<file path="src/rtl/wishbone_timer.sv">
// rtl/wishbone_timer.sv - Wishbone classic timer: prescaled 32-bit counter, compare, match flag, irq
module wishbone_timer #(
   parameter int PRESCALE_W = 16
) (
   input  logic        clk_i,
   input  logic        rst_i,
   input  logic [31:0] wb_adr_i,
   input  logic [31:0] wb_dat_i,
   input  logic [3:0]  wb_sel_i,
   input  logic        wb_we_i,
   input  logic        wb_cyc_i,
   input  logic        wb_stb_i,
   output logic [31:0] wb_dat_o,
   output logic        wb_ack_o,
   output logic        irq_o
);

   localparam logic [2:0] REG_CTRL     = 3'd0;
   localparam logic [2:0] REG_PRESCALE = 3'd1;
   localparam logic [2:0] REG_COUNT    = 3'd2;
   localparam logic [2:0] REG_COMPARE  = 3'd3;
   localparam logic [2:0] REG_STATUS   = 3'd4;

   logic [2:0]            ctrl;
   logic [PRESCALE_W-1:0] prescale;
   logic [PRESCALE_W-1:0] pre_cnt;
   logic [31:0]           count;
   logic [31:0]           compare;
   logic                  match;
   logic                  tick;

   logic        accept;
   logic        wr_en;
   logic [2:0]  idx;
   logic [31:0] rdata;
   logic [31:0] ctrl_wr;
   logic [31:0] pre_wr;
   logic [31:0] count_wr;
   logic [31:0] compare_wr;
   logic [31:0] count_tick;
   logic        match_set;
   logic        pre_hit;
   logic        unused_bits;

   function automatic logic [31:0] merge_bytes(input logic [31:0] old_v,
                                               input logic [31:0] new_v,
                                               input logic [3:0]  sel);
      logic [31:0] res;
      for (int i = 0; i < 4; i++) begin
         res[8*i +: 8] = sel[i] ? new_v[8*i +: 8] : old_v[8*i +: 8];
      end
      return res;
   endfunction

   assign accept  = wb_cyc_i & wb_stb_i & ~wb_ack_o;
   assign wr_en   = accept & wb_we_i;
   assign idx     = wb_adr_i[4:2];
   assign pre_hit = (pre_cnt == prescale);
   assign irq_o   = match & ctrl[2];

   assign unused_bits = ^{wb_adr_i[31:5], wb_adr_i[1:0], ctrl_wr[31:3], pre_wr[31:PRESCALE_W]};

   always_comb begin
      ctrl_wr    = merge_bytes(32'(ctrl), wb_dat_i, wb_sel_i);
      pre_wr     = merge_bytes(32'(prescale), wb_dat_i, wb_sel_i);
      count_wr   = merge_bytes(count, wb_dat_i, wb_sel_i);
      compare_wr = merge_bytes(compare, wb_dat_i, wb_sel_i);
   end

   always_comb begin
      case (idx)
         REG_CTRL:     rdata = 32'(ctrl);
         REG_PRESCALE: rdata = 32'(prescale);
         REG_COUNT:    rdata = count;
         REG_COMPARE:  rdata = compare;
         REG_STATUS:   rdata = 32'(match);
         default:      rdata = 32'd0;
      endcase
   end

   // Tick-driven counter update; a bus write to COUNT later overrides it
   always_comb begin
      count_tick = count;
      match_set  = 1'b0;
      if (tick) begin
         if (count == compare) begin
            match_set  = 1'b1;
            count_tick = ctrl[1] ? 32'd0 : count + 32'd1;
         end else begin
            count_tick = count + 32'd1;
         end
      end
   end

   always_ff @(posedge clk_i) begin
      if (rst_i) begin
         wb_ack_o <= 1'b0;
         wb_dat_o <= 32'd0;
         ctrl     <= 3'd0;
         prescale <= '0;
         pre_cnt  <= '0;
         count    <= 32'd0;
         compare  <= 32'd0;
         match    <= 1'b0;
         tick     <= 1'b0;
      end else begin
         wb_ack_o <= accept;
         wb_dat_o <= accept ? rdata : 32'd0;

         // Registered tick gives first COUNT change P+2 edges after EN is written
         tick <= ctrl[0] & pre_hit;
         if ((wr_en && idx == REG_PRESCALE) || !ctrl[0] || pre_hit) begin
            pre_cnt <= '0;
         end else begin
            pre_cnt <= pre_cnt + PRESCALE_W'(1);
         end

         if (wr_en && idx == REG_CTRL)     ctrl     <= ctrl_wr[2:0];
         if (wr_en && idx == REG_PRESCALE) prescale <= pre_wr[PRESCALE_W-1:0];
         if (wr_en && idx == REG_COMPARE)  compare  <= compare_wr;
         count <= (wr_en && idx == REG_COUNT) ? count_wr : count_tick;

         if (match_set) begin
            match <= 1'b1;
         end else if (wr_en && idx == REG_STATUS && wb_sel_i[0] && wb_dat_i[0]) begin
            match <= 1'b0;
         end
      end
   end

endmodule

</file>
<file path="config.mk">
export PLATFORM = sky130hd
export DESIGN_NAME = wishbone_timer
export DESIGN_NICKNAME = d
export VERILOG_FILES = /design/src/rtl/wishbone_timer.sv
export SDC_FILE = /design/constraint.sdc
export NUM_CORES = 1
export LEC_CHECK = 0
export ABC_AREA = 1
export CORE_MARGIN = 2
export CORE_UTILIZATION = 30
export CTS_CLUSTER_DIAMETER = 50
export DETAILED_ROUTE_END_ITERATION = 16
export PLACE_DENSITY = 0.57
export SLEW_MARGIN = 40
export SYNTH_ARGS = -nofsm -noshare
export SYNTH_HDL_FRONTEND = slang
export SYNTH_SLANG_ARGS = --single-unit
</file>
<file path="constraint.sdc">
create_clock -name clk_i -period 2.06 [get_ports clk_i]
set_clock_uncertainty 0.2 [all_clocks]
set_input_delay 0.309 -clock clk_i [delete_from_list [all_inputs] [get_ports clk_i]]
set_output_delay 0.309 -clock clk_i [all_outputs]
set_load 0.01 [all_outputs]
</file>
* Word level (Yosys, flattened, before mapping)
Index checks and enable logic that the tools add are counted.
** Word-level totals
- Output and inout port bits :: 34
- ROM bits :: 0
- Memories kept :: 0
- Memory bits (writable) :: 0
- Logic and storage cells :: 74
- Latch bits :: 0
- Flip-flop bits (word level) :: 134
** Cells by class
- Shift operators :: 0
- Order comparisons :: 0
- Reduce and logical (&&, ||, !) cells :: 26
- Bitwise logic cells :: 7
- $mul :: 0
- Add/subtract/negate cells :: 2
- Equality and inequality tests :: 10
- Div/mod/pow operators :: 0
- Multiplexer cells :: 13
** Operator list (number)
- $pmux W32 S5 :: 1
- $mux W32 :: 4
- $add A32 B1 Y32 const B :: 1
- $eq A32 B32 Y1 :: 1
- $mux W8 :: 4
- $reduce_and A2 Y1 :: 11
- $add A16 B1 Y16 const B :: 1
- $eq A16 B16 Y1 :: 1
- $ne A2 B2 Y1 const B :: 4
- $logic_and A1 B1 Y1 :: 7
- $eq A3 B2 Y1 const B :: 2
- $and A1 B1 Y1 :: 5
- $mux W1 :: 4
- $reduce_bool A2 Y1 :: 2
- $reduce_or A2 Y1 :: 2
- $eq A3 B1 Y1 const B :: 1
- $eq A3 B3 Y1 const B :: 1
- $logic_not A3 Y1 :: 1
- $logic_or A1 B1 Y1 :: 2
- $not A1 Y1 :: 2
- $logic_not A1 Y1 :: 1

* Depth between registers and ports, before layout
- Depth after elaboration :: 8
- Gate-level depth with buffers :: 12
- Depth with buffers taken out :: 10

* Worst setup path before layout
OpenSTA, ideal clock, no wires.
- Path kind :: register -> register
- From :: register count[0]
- To :: register count[16]
- Cell stages (with the launch flop) :: 8
- Setup slack :: 338 ps
- Data arrival time :: 1452 ps
- Buffers on the path :: 0
- Library setup time :: 70 ps
- Cell sequence :: dfxtp_1 -> ha_1 -> nand3_2 -> nor3_2 -> nand3_1 -> xnor2_1 -> nand3_1 -> a21oi_1
** Between the ends
- Word-level cells in the longest chain between the ends :: 5
- Elaborated cells between the ends (all ways) :: 6
- Those cells by class :: 1 x add/sub; 1 x eq/ne; 4 x mux
** Ends and longest elaborated chain
- from (decl) :: line 27 : logic [31:0] count;
- from (signal assigned) :: line 121 : count <= (wr_en && idx == REG_COUNT) ? count_wr : count_tick;
- $add A32 B1 Y32 :: line 88, 90
- $mux W32 :: line 88 : count_tick = ctrl[1] ? 32'd0 : count + 32'd1;
- $mux W32 (*) :: line 86 : if (count == compare) begin
- $mux W32 (*) :: line 85 : if (tick) begin
- $mux W32 (*) :: line 121
Mark *: on every way between the ends. The rest lies on a longest branch, timed or not. The select of a mux whose other input is x is not followed.
A chain may end at the register's enable or synchronous reset.

* Worst setup path in the final report
- From :: register ctrl[2]
- To :: output irq_o
** Between the ends
- Word-level cells in the longest chain between the ends :: 1
** Ends and longest elaborated chain
- from (decl) :: line 24 : logic [2:0] ctrl;
- from (signal assigned) :: line 118 : if (wr_en && idx == REG_CTRL) ctrl <= ctrl_wr[2:0];
- $and A1 B1 Y1 :: line 59 : assign irq_o = match & ctrl[2];
- to (decl) :: line 15 : output logic irq_o
Every way passes these cells.

==> metrics.cfg <==
[worst_setup_path]
reg2regPathDepth=7
start_kind=register
worstSetupPathType=register to output pin
r2r-start=count[5]
cp_max_fo=3
regToRegEndpoint=count[13]
endpoint_kind=output pin
r2r_slack_ps=130
cp.arrival_ps=1430
required_ps=1550

[yosys]
synthFlopType=dfxtp_1
synth_top_area_cell=dfxtp_1
synth_nets=1074
yosys.cell_types.count=41
synth_common_cells=198 x nand2_1, 134 x dfxtp_1, 133 x nor2_1
synth.cell_area_sq_um=6929
synthMostInstantiatedCell=nand2_1
synth.top_cell.area_share=0.3871
synth_area_leaders=dfxtp_1 39%, nand2_1 11%, nor2_1 7.2%
synth_warnings=0
synth_edf_count=0
ys_seq_area_frac=0.3871
synth.ff_latch_count=134
avgSynthCellArea_sq_um=6.936
netlist_instances=999
async_flop_share=0

[sta]
fin_crit_ps=1938
final-hold-violation-count=0
fin_setup_tns_ps=0
slew_violations=0
slew_headroom=0.7588
setup_viol=0
finalCritPeriodShare=0.9406
rsz0062_at_grt=false
max_freq_mhz=516.1
setup_ws_ps=122.3
worst_pin_slew_ps=361.8

[floorplanning]
fp.dieW_um=156.0
core_area_sq_um=22640
die-area_sq_um=24330
io_pins=107
die_y_um=156.0
start_util=0.3061
rows=55

[routing]
drt_iter0_drc=472
wirelength_um=22000
viasPerCell=4.834
vias=6912
drc=0
drtAntennaViolNets=0
dr.pass1.iters=5
wl_per_cell_um=15.39

[power_and_ir_drop]
vdd_drop_max_v=0.0003773
p_per_area_nw_per_um2=686.6
p_leak_nw=3.596
total_power_w=0.006295

[clock_tree]
numCtsBuffers=17
root_buffer=clkbuf_16
cts.htree.levels=4
cts.sinks=134
cts_tree=yes
clock_path_buffers=2
clock_latency_ps=430
clk_pin_slew_worst_paths_ps=60
post_cts_hold_buffer_count=0

[hold_path]
holdPathStages=1
hold_class=register to register
min_from=pre_cnt[0]
min_to=pre_cnt[0]

[global_route]
grt_pass1_wl_um=35270
antenna_found_initial=0
track_usage=0.1869
grt_max_degree=46
overflow=0
grt_pass1_vias=6581

[final_layout]
diodes=0
fin_cells=1430
final_layout_size_suffix_gt1_frac=0.1459
final_nets=1208
final_cell_area_sq_um=9169
area_delta_synth_final_pct=32.32
fill_cells=2331

[placement]
pre_cts_ws_ps=-337.3
dp_cells=1394
place_hpwl_um=16880
io_buffers=77
routabilityCongestion=0.9357
dpl_cell_area_sq_um=8478

[outcome]
outcome=finished clean

[run]
cap_violations=0

flip-flops by register name (all words and copies together) (netlist names):
signal	count
compare	32
count	32
wb_dat_o	32
pre_cnt	16
prescale	16
ctrl	3
match	1
tick	1
wb_ack_o	1
power breakdown:
part | internal [W] | leakage [nW] | switching (W) | total, W
sequential | 0.00261 | 1.08 | 0.0000170 | 0.00262
clock | 0.00204 | 0.304 | 0.00127 | 0.00330
combinational | 0.000169 | 2.21 | 0.000203 | 0.000371
final cells by class:
type	instances	area (sq um)	share of cell area
Sequential cell	134	2688	0.2931
Clock buffer	17	425.4	0.04640
Tap cell	285	356.6	0.03889
Timing Repair Buffer	149	1374	0.1498
Inverter	110	421.7	0.04599
Clock inverter	14	198.9	0.02170
Multi-Input combinational cell	721	3705	0.4041
timing repair:
action / in CTS / in global routing
gates resized for setup: 0 / 11
setup endpoints to repair: 0 / 45
setup buffers: 0 / 5
metrics by stage:
stage | util | hold WS [ps]
5_1_grt | 0.4050 | 305.7
3_5_place_dp | 0.3745 | 263.8
3_3_place_gp | 0.3745 | 257.9
2_1_floorplan | - | 178.1
4_1_cts | 0.4020 | 277.2
6_report | 0.4050 | 274.3
how the worst max path moves through the flow:
stage                     startpoint     endpoint  slack (ps)  cells past startpoint
after floorplan             count[0]    count[16]         340                      7
after global placement      wb_stb_i  compare[12]        -300                     11
after detailed placement    wb_stb_i  compare[20]        -340                     11
after CTS                   count[4]    count[13]          40                     10
after global routing       count[19]    count[22]         0.7                      9
final                        ctrl[2]        irq_o         120                      3
routing by layer:
layer  wire [um]  share of wire  global-route usage  vias to the layer above
li1            -              -                   -                     3526
met1       10550           0.48              0.2516                     3187
met2       10110           0.46              0.3032                      179
met3        1033          0.047             0.03389                       20
met4         314          0.014             0.05985                        0
met5           0              0                   0                        -
critical path: stages (launching register included):
cell and delay [ps]:
dfxtp_1 360, nand2_1 70, inv_1 60, clkdlybuf4s50_1 520
cells by family after synthesis:
logic type / synth area share
and+or+nand+nor: 0.2808
AOI/OAI and AO/OA: 0.1766
buffers and inverters: 0.08107
DFF: 0.3871
xor gates and xnor gates: 0.07078
adders and majority gates: 0.003611
cell usage in the layout (no fill, tap or decap), drive strengths merged, types with 3 or more instances in the layout:
cell type and count:
or2 4, nand3 60, o22ai 3, nor2 147
buf 72, clkinv 7, a21oi 95, xnor2 36
nand4 8, nor3 24, nand2 200, o21ai 89
clkbuf 17, clkdlybuf4s50 77, o221ai 9, dfxtp 134
xor2 20, a22oi 13, o211ai 4, inv 111
bufinv 4
(Power assumes the default switching activity.)
==> patch (same settings) <==
Change the parameter `PRESCALE_W` from 16 to 18.
--- a/src/rtl/wishbone_timer.sv
+++ b/src/rtl/wishbone_timer.sv
@@ -1,6 +1,6 @@
 // rtl/wishbone_timer.sv - Wishbone classic timer: prescaled 32-bit counter, compare, match flag, irq
 module wishbone_timer #(
-   parameter int PRESCALE_W = 16
+   parameter int PRESCALE_W = 18
 ) (
    input  logic        clk_i,
    input  logic        rst_i,
Check against the original RTL: not equivalent (Yosys sat finds a counterexample within 4 cycles, from zero or initial values and one cycle with rst_i high).
==> patch against the unedited design <==
Die area up 3.1%; core utilization increased by 0.32 points; cell area increased by 4.2%; routed wire length increased by 5.7%; sequential cell count is 4 higher; worst setup slack lost 0.0032 ns; total power decreased by 1.4%; area after synthesis is 3.2% higher; critical path type is now reg2reg; sequential share of layout area shrank 0.21 points; final cell count increased by 6.2%; via count is 4.3% higher.
==> patch: results (changes against the unedited design) <==
* Fillers at 2480 (+6.4%)
* Worst r2r dst: count[15]
* Layout cells sized above 1 at 0.156 (+0.00998)
* Buffers excl. clock at 159 (+6.7%)
* Vias at 7212 (+4.3%)
* Multi-input gate share of total cell area at 0.404 (about the same)
* Clock Network Area Fraction at 0.0627 (-0.00536)
* Cell Area, Synth at 7150 um2 (+3.2%)
* Routed length per instance at 15.3 um (-0.46%)
* Gr usage total at 0.190 (+0.00334)
* Reg power frac at 0.435 (+0.018)
* Initial antenna violation count at 0 (unchanged)
* Largest fanout on the critical path at 6 (+3)
* Area grow syn2layout at 33.6%
* Largest net degree at the start of global routing at 67 (+46%)
* Worst-Skew Late Latency at 0.43 ns (about the same)
* Mux share of post-synthesis cell area at 0 (unchanged)
* Syn_nets at 1120 (+4.3%)
* NonClk Buf Share at 0.154 (+0.00445)
* Leakage at 3.92 nW (+9.0%)
* Number of sequential cells at 138 (+3.0%)
* Postcts setup bufs at 0 (unchanged)
* Clock share of power at 0.505 (-0.019)
* Post-DP HPWL at 17.8 mm (+5.5%)
* Comb_multi_in at 754 (+4.6%)
* Status: finished clean
* Adder-Cell Fraction of Synth Area at 0.00350 (-0.000111)
* Synth top area cells: dfxtp_1 39%, nand2_1 11%, nor2_1 8.9%, a21oi_1 6.2%, inv_1 4.6%
* Final Wtd Congestion at 0.923 (-1.3%)
* Post_cts resized at 0 (unchanged)
* Place WS at -0.266 ns (+0.0713 ns)
* Final net count at 1262 (+4.5%)
* Clkbuf count at 18 (+1)
* Worst reg2reg path startpoint: count[4]
* Peak supply drop at 0.338 mV (-11%)
* CP Data Arrival Time at 2.10 ns (+0.67 ns)
* Area after DPL at 8870 um2 (+4.6%)
* Post-synth top cells: 207 x nand2_1, 170 x nor2_1, 138 x dfxtp_1
* Worst slew pin tran at 0.487 ns (+0.125 ns)
* P_int at 4.69 mW (-2.5%)
* Inverters at 117 (+6.4%)
* Iteration-0 DRC Markers at 477 (+1.1%)
* CP delay by family, top: simple AND/OR/NAND/NOR gates
* Compound-Gate Fraction of Synth Area at 0.165 (-0.0115)
* Fraction of area in registers at 0.291 (-0.00209)
* Reg2reg path depth at 8 (+1)
* Slowest cell on crit path: dfxtp_1
* Hold_sp: compare[25]
* Max stage delay on crit path at 0.46 ns (-0.06 ns)
* First-pass GRT wire length at 36.3 mm (+3.0%)
* Hold endpoint: compare[25]
* Hold path depth at 2 (+1)
* Distinct cells, synth at 38 (-7.3%)
==> patch: per-layer routing <==
| layer | track usage | part of all wire |
|---|---|---|
| met2 | 0.293 | 0.44 |
| met4 | 0.0682 | 0.021 |
| met1 | 0.268 | 0.48 |
| met5 | 0 | 0 |
| met3 | 0.0305 | 0.052 |
==> patch: worst max-delay path by stage <==
stage                            from          end  slack, ns  cells after the start
final                        count[4]    count[15]       0.12                      8
after global routing       pre_cnt[1]  pre_cnt[14]    -0.0007                     10
after CTS                    count[1]    count[12]      0.009                      9
after detailed placement  wb_adr_i[3]  wb_dat_o[6]      -0.27                      9
after global placement    wb_adr_i[3]  wb_dat_o[6]      -0.25                      9
after floorplan            pre_cnt[0]  pre_cnt[16]       0.18                      9
==> patch: stage by stage <==
step                std cells   TNS [ns]  power, mW  hold WS, ns
detailed placement       1486     -14.21       3.13        0.279
floorplan                1045          0       2.90        0.178
global placement         1486     -14.42       3.13        0.268
CTS                      1518          0       6.27        0.289
finish                   1519          0       6.21        0.287
global route             1519  -0.000731       6.41        0.312
